### src/rtl/fetch_queue_pkg.sv
// Shared types for the instruction-fetch front end: FSM states, FIFO entry layout, PC helpers.
package fetch_queue_pkg;

   typedef enum logic [1:0] {
      IDLE  = 2'd0,
      RUN   = 2'd1,
      DRAIN = 2'd2
   } fq_state_t;

   localparam int          INST_W = 32;
   localparam logic [31:0] PC_INC = 32'd4;

   typedef struct packed {
      logic [31:0]       pc;
      logic [INST_W-1:0] inst;
   } fetch_entry_t;

   function automatic logic [31:0] align_pc(input logic [31:0] pc);
      return {pc[31:2], 2'b00};
   endfunction

endpackage

### src/rtl/fetch_queue_fifo.sv
// DEPTH-entry synchronous FIFO of {pc, inst}; head is visible one cycle after push.
// Push and pop may coincide at any occupancy; flush empties it on the next edge.
module fetch_fifo
   import fetch_queue_pkg::*;
#(
   parameter int DEPTH = 4,
   localparam int AW = $clog2(DEPTH),
   localparam int CW = $clog2(DEPTH + 1)
) (
   input  logic         clk,
   input  logic         reset,
   input  logic         push,
   input  fetch_entry_t push_dat,
   input  logic         pop,
   input  logic         flush,
   output fetch_entry_t head_dat,
   output logic [CW-1:0] count,
   output logic         full,
   output logic         empty
);

   fetch_entry_t  mem [DEPTH];
   logic [AW-1:0] rd_ptr;
   logic [AW-1:0] wr_ptr;
   logic          do_pop;

   assign empty    = (count == '0);
   assign full     = (count == CW'(DEPTH));
   assign do_pop   = pop && !empty;
   // Empty head reads as zero so the outputs are defined before the first write.
   assign head_dat = empty ? '0 : mem[rd_ptr];

   always_ff @(posedge clk or posedge reset) begin
      if (reset) begin
         rd_ptr <= '0;
         wr_ptr <= '0;
         count  <= '0;
      end else if (flush) begin
         rd_ptr <= '0;
         wr_ptr <= '0;
         count  <= '0;
      end else begin
         if (push)   wr_ptr <= wr_ptr + AW'(1);
         if (do_pop) rd_ptr <= rd_ptr + AW'(1);
         case ({push, do_pop})
            2'b10:   count <= count + CW'(1);
            2'b01:   count <= count - CW'(1);
            default: count <= count;
         endcase
      end
   end

   always_ff @(posedge clk) begin
      if (push && !flush) mem[wr_ptr] <= push_dat;
   end

endmodule

### src/rtl/fetch_queue.sv
// Fetch front end: issues word requests, buffers tagged responses, redirect flushes and drains stale replies.
// Output visible 1 cycle after response; requests throttled by MAX_OUT and FIFO credit.
module fetch_queue
   import fetch_queue_pkg::*;
#(
   parameter int          DEPTH    = 4,
   parameter int          MAX_OUT  = 2,
   parameter logic [31:0] RESET_PC = 32'h0000_0000
) (
   input  logic        clk,
   input  logic        reset,
   output logic        IFreq_valid,
   input  logic        IFreq_ready,
   output logic [31:0] IFreq_addr,
   input  logic        IFrsp_valid,
   input  logic [31:0] IFrsp_data,
   output logic        IFinst_valid,
   input  logic        IFinst_ready,
   output logic [31:0] IFinst,
   output logic [31:0] IFpc,
   input  logic        IFredirect,
   input  logic [31:0] IFredirect_pc
);

   localparam int OW = $clog2(MAX_OUT + 1);
   localparam int CW = $clog2(DEPTH + 1);

   fq_state_t     state;
   logic [31:0]   fetch_pc;
   logic [31:0]   rsp_pc;
   logic [OW-1:0] o_cnt;
   logic [OW-1:0] d_cnt;
   logic [OW-1:0] o_next;
   logic [CW-1:0] fifo_count;
   logic          fifo_full;
   logic          fifo_empty;
   logic          fifo_push;
   logic          fifo_pop;
   logic          fire;
   logic [31:0]   in_use;
   fetch_entry_t  head;
   fetch_entry_t  push_dat;

   // Stale requests (d_cnt) will be dropped, so they do not hold FIFO credit.
   assign in_use      = 32'(fifo_count) + 32'(o_cnt) - 32'(d_cnt);
   assign IFreq_valid = (state != IDLE) && (32'(o_cnt) < 32'(MAX_OUT)) && (in_use < 32'(DEPTH));
   assign IFreq_addr  = fetch_pc;
   assign fire        = IFreq_valid && IFreq_ready;
   assign o_next      = o_cnt + OW'(fire) - OW'(IFrsp_valid);

   assign fifo_push   = IFrsp_valid && !IFredirect && (d_cnt == '0);
   assign fifo_pop    = IFinst_valid && IFinst_ready;
   assign push_dat    = '{pc: rsp_pc, inst: IFrsp_data};

   assign IFinst_valid = !fifo_empty;
   assign IFinst       = head.inst;
   assign IFpc         = head.pc;

   fetch_fifo #(.DEPTH(DEPTH)) u_fifo (
      .clk      (clk),
      .reset    (reset),
      .push     (fifo_push),
      .push_dat (push_dat),
      .pop      (fifo_pop),
      .flush    (IFredirect),
      .head_dat (head),
      .count    (fifo_count),
      .full     (fifo_full),
      .empty    (fifo_empty)
   );

   always_ff @(posedge clk or posedge reset) begin
      if (reset) begin
         state    <= IDLE;
         fetch_pc <= RESET_PC;
         rsp_pc   <= RESET_PC;
         o_cnt    <= '0;
         d_cnt    <= '0;
      end else begin
         o_cnt <= o_next;
         if (IFredirect) begin
            // Everything still outstanding after this edge, including a same-cycle fire, is stale.
            fetch_pc <= align_pc(IFredirect_pc);
            rsp_pc   <= align_pc(IFredirect_pc);
            d_cnt    <= o_next;
         end else begin
            if (fire)      fetch_pc <= fetch_pc + PC_INC;
            if (fifo_push) rsp_pc   <= rsp_pc + PC_INC;
            if (IFrsp_valid && (d_cnt != '0)) d_cnt <= d_cnt - OW'(1);
         end
         case (state)
            IDLE:  state <= RUN;
            RUN:   if (IFredirect && (o_next != '0)) state <= DRAIN;
            DRAIN: begin
               if (IFredirect)
                  state <= (o_next != '0) ? DRAIN : RUN;
               else if (IFrsp_valid && (d_cnt == OW'(1)))
                  state <= RUN;
            end
            default: state <= IDLE;
         endcase
      end
   end

   a_rsp_with_outstanding: assert property (@(posedge clk) disable iff (reset)
      IFrsp_valid |-> (o_cnt != '0));
   a_no_push_full: assert property (@(posedge clk) disable iff (reset)
      fifo_push |-> !fifo_full);

endmodule
### config.mk
export PLATFORM = sky130hd
export DESIGN_NAME = fetch_queue
export DESIGN_NICKNAME = d
export VERILOG_FILES = /design/src/rtl/fetch_queue_pkg.sv /design/src/rtl/fetch_queue_fifo.sv /design/src/rtl/fetch_queue.sv
export SDC_FILE = /design/constraint.sdc
export NUM_CORES = 1
export LEC_CHECK = 0
export CORE_MARGIN = 3
export CORE_UTILIZATION = 56
export DETAILED_ROUTE_END_ITERATION = 10
export GPL_ROUTABILITY_DRIVEN = 1
export PLACE_DENSITY_LB_ADDON = 0.1
export REMOVE_ABC_BUFFERS = 1
export SETUP_SLACK_MARGIN = 0.02
export SLEW_MARGIN = 0
export SYNTH_ARGS = -nofsm -noshare
export SYNTH_HDL_FRONTEND = slang
export SYNTH_HIERARCHICAL = 1
export SYNTH_SLANG_ARGS = --single-unit
### constraint.sdc
create_clock -name clk -period 4.81 [get_ports clk]
set_input_delay 0.962 -clock clk [delete_from_list [all_inputs] [get_ports clk]]
set_output_delay 0.962 -clock clk [all_outputs]
set_load 0.01 [all_outputs]
-- After elaboration in Yosys (flattened, before gate mapping)
Memories as Yosys holds them, arrays and structs flattened.
Cells that the tools add are included.
- add/sub/neg operators: 11
- $lt $le $gt $ge: 2
- equality and inequality tests: 7
- multiplexer cells: 20
- reduce and logical (&&, ||, !) cells: 25
- operators by type and width (operator ; count):
    32-bit two-way mux ; 4
    32-bit by 3-bit adder with 32-bit output (second input constant) ; 2
    64-bit two-way mux ; 1
    32-bit by 3-bit less-than comparator with 1-bit output (second input constant) ; 1
    2-bit two-way mux ; 10
    2-bit nonzero test ; 7
    1-bit logical AND ; 11
    2-bit by 1-bit equality test with 1-bit output (second input constant) ; 3
    2-bit case mux with 3 select lines ; 1
    3-bit case mux with 2 select lines ; 1
    4-bit by 2-bit subtractor with 5-bit output ; 1
    2-bit by 1-bit adder with 2-bit output (second input constant) ; 2
    3-bit by 2-bit adder with 4-bit output ; 1
    2-bit equality test (second input constant) ; 2
    2-bit logical NOT ; 2
    3-bit by 1-bit adder with 3-bit output (second input constant) ; 1
    3-bit logical NOT ; 1
    3-bit two-way mux ; 1
    3-bit != test (second input constant) ; 1
    3-bit nonzero test ; 1
    3-bit by 1-bit subtractor with 3-bit output (second input constant) ; 1
    2-bit by 1-bit adder with 2-bit output ; 1
    1-bit logical NOT ; 2
    2-bit less-than comparator (second input constant) ; 1
    5 further kinds ; 6
- bits in registers: 77
- memory bits (writable): 256
- input bits: 70
- output and inout port bits: 98
- logic and storage cells: 74
- memories: 1
- memories (memory ; words ; bits a word ; read ports ; clocked after Yosys merged registers in ; wr ports ; line ; RTL):
    u_fifo.mem ; 4 ; 64 ; 1 ; 0 ; 1 ; fetch_queue_fifo.sv:22 ; fetch_entry_t mem [DEPTH];

-- Longest topological paths before layout
- depth in word-level cells: 11
- mapped depth: 17
- depth with buffers taken out: 16

-- Hierarchy
Netlist, hierarchy kept.
- modules (own cells, without submodules) (module ; times used ; cells an instance ; area each (um^2) ; sequential area each (um^2)):
    fetch_fifo ; 1 ; 458 ; 10168.5 ; 7862.5
    fetch_queue ; 1 ; 404 ; 4056.4 ; 1651.6

-- Least setup slack after synthesis
Ideal clock, no wire load.
- kind: input to register
- start point: input IFredirect
- end point: memory u_fifo/mem[0][0] in the netlist's numbering (enable)
- library setup time: 0.429 ns
- arrival: 3.612 ns
- path slack: 0.769 ns
- cell stages on the path: 6
- buffers on the path: 3
- cells stage by stage: clkbuf_1 -> buf_1 -> nor2_1 -> buf_1 -> nor2b_1 -> and2_1
- word-level cells in the longest chain between the ends: 6
- RTL lines (what ; line ; RTL):
    start, declared ; fetch_queue.sv:21 ; input logic IFredirect,
    1-bit logical NOT ; fetch_queue.sv:51 ; assign fifo_push = IFrsp_valid && !IFredirect && (d_cnt == '0);
    1-bit logical AND (2 in series) ; fetch_queue.sv:51 ;
    via fifo_push ; fetch_queue.sv:37 ; logic fifo_push;
    1-bit logical AND ; fetch_queue_fifo.sv:54 ; if (push && !flush) mem[wr_ptr] <= push_dat;
    1-bit two-way mux ; fetch_queue_fifo.sv:54 ;
    1-bit two-way mux (not written as such) ; fetch_queue_fifo.sv:54 ;
    end, declared ; fetch_queue_fifo.sv:22 ;
The timed path passes the listed nets, and every way through them passes these cells.

-- Final worst setup path
- start point: register u_fifo.count[1]
- end point: output IFreq_valid
- word-level cells in the longest chain between the ends: 4
- RTL lines (what ; line ; RTL):
    start, declared ; fetch_queue_fifo.sv:17 ; output logic [CW-1:0] count,
    start signal, assigned ; fetch_queue_fifo.sv:46 ; 2'b10: count <= count + CW'(1);
    start signal, assigned ; fetch_queue_fifo.sv:47 ; 2'b01: count <= count - CW'(1);
    start signal, assigned ; fetch_queue_fifo.sv:48 ; default: count <= count;
    3-bit by 2-bit adder with 4-bit output ; fetch_queue.sv:45 ; assign in_use = 32'(fifo_count) + 32'(o_cnt) - 32'(d_cnt);
    4-bit by 2-bit subtractor with 5-bit output ; fetch_queue.sv:45 ;
    32-bit by 3-bit less-than comparator with 1-bit output ; fetch_queue.sv:46 ; assign IFreq_valid = (state != IDLE) && (32'(o_cnt) < 32'(MAX_OUT)) && (in_use < 32'(DEPTH));
    1-bit logical AND ; fetch_queue.sv:46 ;
    end, declared ; fetch_queue.sv:12 ; output logic IFreq_valid,
No other way between the ends.

==> qor.yml <==
routing:
  vias: 7924
  vias_per_cell: 5.68
  post_drt_wl_per_cell_um: 20.4
  drcViolationCount: 0
  wl_um: 28400
  drt_iter0_drc: 395
  ant_nets: 0
  dr.pass1.iters: 5
sta:
  worst_slew_pin_slew_ns: 1.02
  worst_slack_ns: 0.426
  fin_skew_ns: 0.0144
  max_freq_ghz: 0.228
  rsz0062_at_grt: "no"
  setup_tns_ns: 0
  setup_viol: 0
  final.period_utilization_pct: 91.1
  hold_viol_final: 0
  slew_viol_final: 0
  slew_headroom_pct: 31.6
  post-route-min-period_ns: 4.38
die:
  die_w_um: 165
  dieArea_um2: 27300
  core_um2: 24600
  dieHeight_um: 165
  start_util_pct: 57.8
  io_pins: 168
  num_rows: 57
pwr:
  ir_drop_mv: 0.314
  power_leakage_nw: 5.83
  pwr-share-seq_pct: 49.1
  internal_power_w: 0.00521
  combPwrFrac_pct: 14.0
  netSwitchingFraction_pct: 24.3
  p_switching_w: 0.00167
  power-per-cell-area_nw_per_um2: 397
  power.total_w: 0.00688
  p_clk_share_pct: 36.9
min_path:
  hp-class: "reg -> reg"
layout:
  final_layout_size_suffix_gt1_share_pct: 16.0
  syn_to_final_growth_pct: 22.1
  nets: 1133
  diodes: 0
clock_network:
  cts_root_buffer: "clkbuf_16"
  cts_sinks: 329
  clock_latency_ns: 0.50
  cts_setup_buffers: 0
  htree_levels: 2
  clk_pin_slew_ns: 0.06
  hold_buffers: 0
  cts_max_path_buffers: 3
  cts_buffers: 35
  ctsResizeCount: 0
  cts_tree: "done"
placement:
  post-dp-hpwl_um: 18500
  portBuffers: 163
  preCtsSetupSlack_ns: 0.697
  gp_congestion: 0.875
setup_path:
  setup.worst_path.start_class: "flip-flop"
  crit_arrival_ns: 3.42
  crit_fanout: 11
  endpoint_kind: "primary output"
  path_class: "reg -> out"
  crit_required_ns: 3.85
global_route:
  overflow: 0
  first_global_vias: 8129
  grt_pass1_wl_um: 44700
  grt_max_degree: 42
  gr-usage-all-layers_pct: 21.3
  antenna_found_initial: 0
run_status:
  status: "complete, no violations"
logic_synthesis:
  yosysWarnings: 6
  avgSynthCellArea_um2: 16.5
  synthCells: 861
  synth_area_um2: 14200
run:
  max_cap_viol_count: 0
critical path: stages, from the launching register on:
cell	delay (ns)
dfrtp_1	0.50
inv_1	0.09
fa_1	0.48
inv_1	0.04
ha_1	0.30
nand3b_4	0.10
and4_2	0.24
nor2_1	0.52
nor2b_1	0.13
clkdlybuf4s50_1	0.52
placed cells by master, fill, tap and decap left out, types with 6 or more instances in the layout:
| master | n |
|---|---|
| nand2b_1 | 10 |
| nand3_1 | 21 |
| a211oi_1 | 6 |
| edfxtp_1 | 256 |
| and4_1 | 6 |
| clkdlybuf4s50_1 | 163 |
| and3_1 | 13 |
| mux2_2 | 21 |
| mux2i_1 | 6 |
| ha_1 | 14 |
| clkbuf_16 | 35 |
| xor2_1 | 30 |
| a21boi_0 | 7 |
| mux4_2 | 64 |
| o31a_1 | 9 |
| dfrtp_1 | 71 |
| buf_12 | 6 |
| a31oi_1 | 10 |
| clkbuf_1 | 16 |
| o21ai_0 | 10 |
| xnor2_1 | 16 |
| nand2_1 | 19 |
| nor2_1 | 30 |
| buf_4 | 12 |
| inv_1 | 25 |
| nor2b_1 | 69 |
| conb_1 | 10 |
| nand4_1 | 16 |
| a21oi_1 | 20 |
sequential cells by signal, indices dropped and copies added (netlist names):
signal	flops
u_fifo/rd_ptr	2
u_fifo/mem	256
d_cnt	2
rsp_pc	30
IFreq_addr	30
o_cnt	2
state	2
u_fifo/wr_ptr	2
u_fifo/count	3
per-stage QoR:
step                      cells  hold WS, ns  instance area (um^2)  util, %
after floorplan             829        0.470                 14000        -
after global placement     1334        0.517                 16300     66.2
after detailed placement   1334        0.516                 16300     66.2
after CTS                  1396        0.531                 17400     70.5
after global routing       1396        0.572                 17400     70.5
final                      1396        0.535                 17400     70.5
power by group through the flow:
| stage | clock network (W) | logic [W] | registers [W] |
|---|---|---|---|
| final | 0.00254 | 0.000965 | 0.00338 |
| after global routing | 0.00271 | 0.00107 | 0.00340 |
| after global placement | 0 | 0.000949 | 0.00342 |
| after floorplan | 0 | 0.000575 | 0.00340 |
| after detailed placement | 0 | 0.000966 | 0.00343 |
| after CTS | 0.00259 | 0.000975 | 0.00338 |
metal layers:
metal	up-vias	GRT usage [%]	wire [um]
met5	-	0	0
met3	40	3.97	1600
met1	3975	30.1	12500
li1	3679	-	-
met4	0	5.78	584
met2	230	34.7	13700
worst paths after layout:
path                                 start         endpoint  slack [ns]  cells after the start
hold / removal                    state[0]         state[0]        0.54                      1
hold reg to reg                   state[0]         state[0]        0.54                      1
min in group asynchronous            reset  u_fifo/count[0]        0.76                      2
setup reg to reg           u_fifo/count[1]         state[0]        0.67                     16
setup / recovery           u_fifo/count[1]      IFreq_valid        0.43                      9
max in group asynchronous            reset   IFreq_addr[19]        2.90                      3
cell type report:
cell class | instances | area, um^2
Clock buffer | 52 | 950
Clock inverter | 10 | 130
Fill cell | 1670 | 7250
Inverter | 27 | 101
Multi-Input combinational cell | 473 | 4410
Sequential cell | 329 | 9520
Tap cell | 324 | 405
Timing Repair Buffer | 181 | 1840
Note: power is estimated with default switching activity, not from simulation.
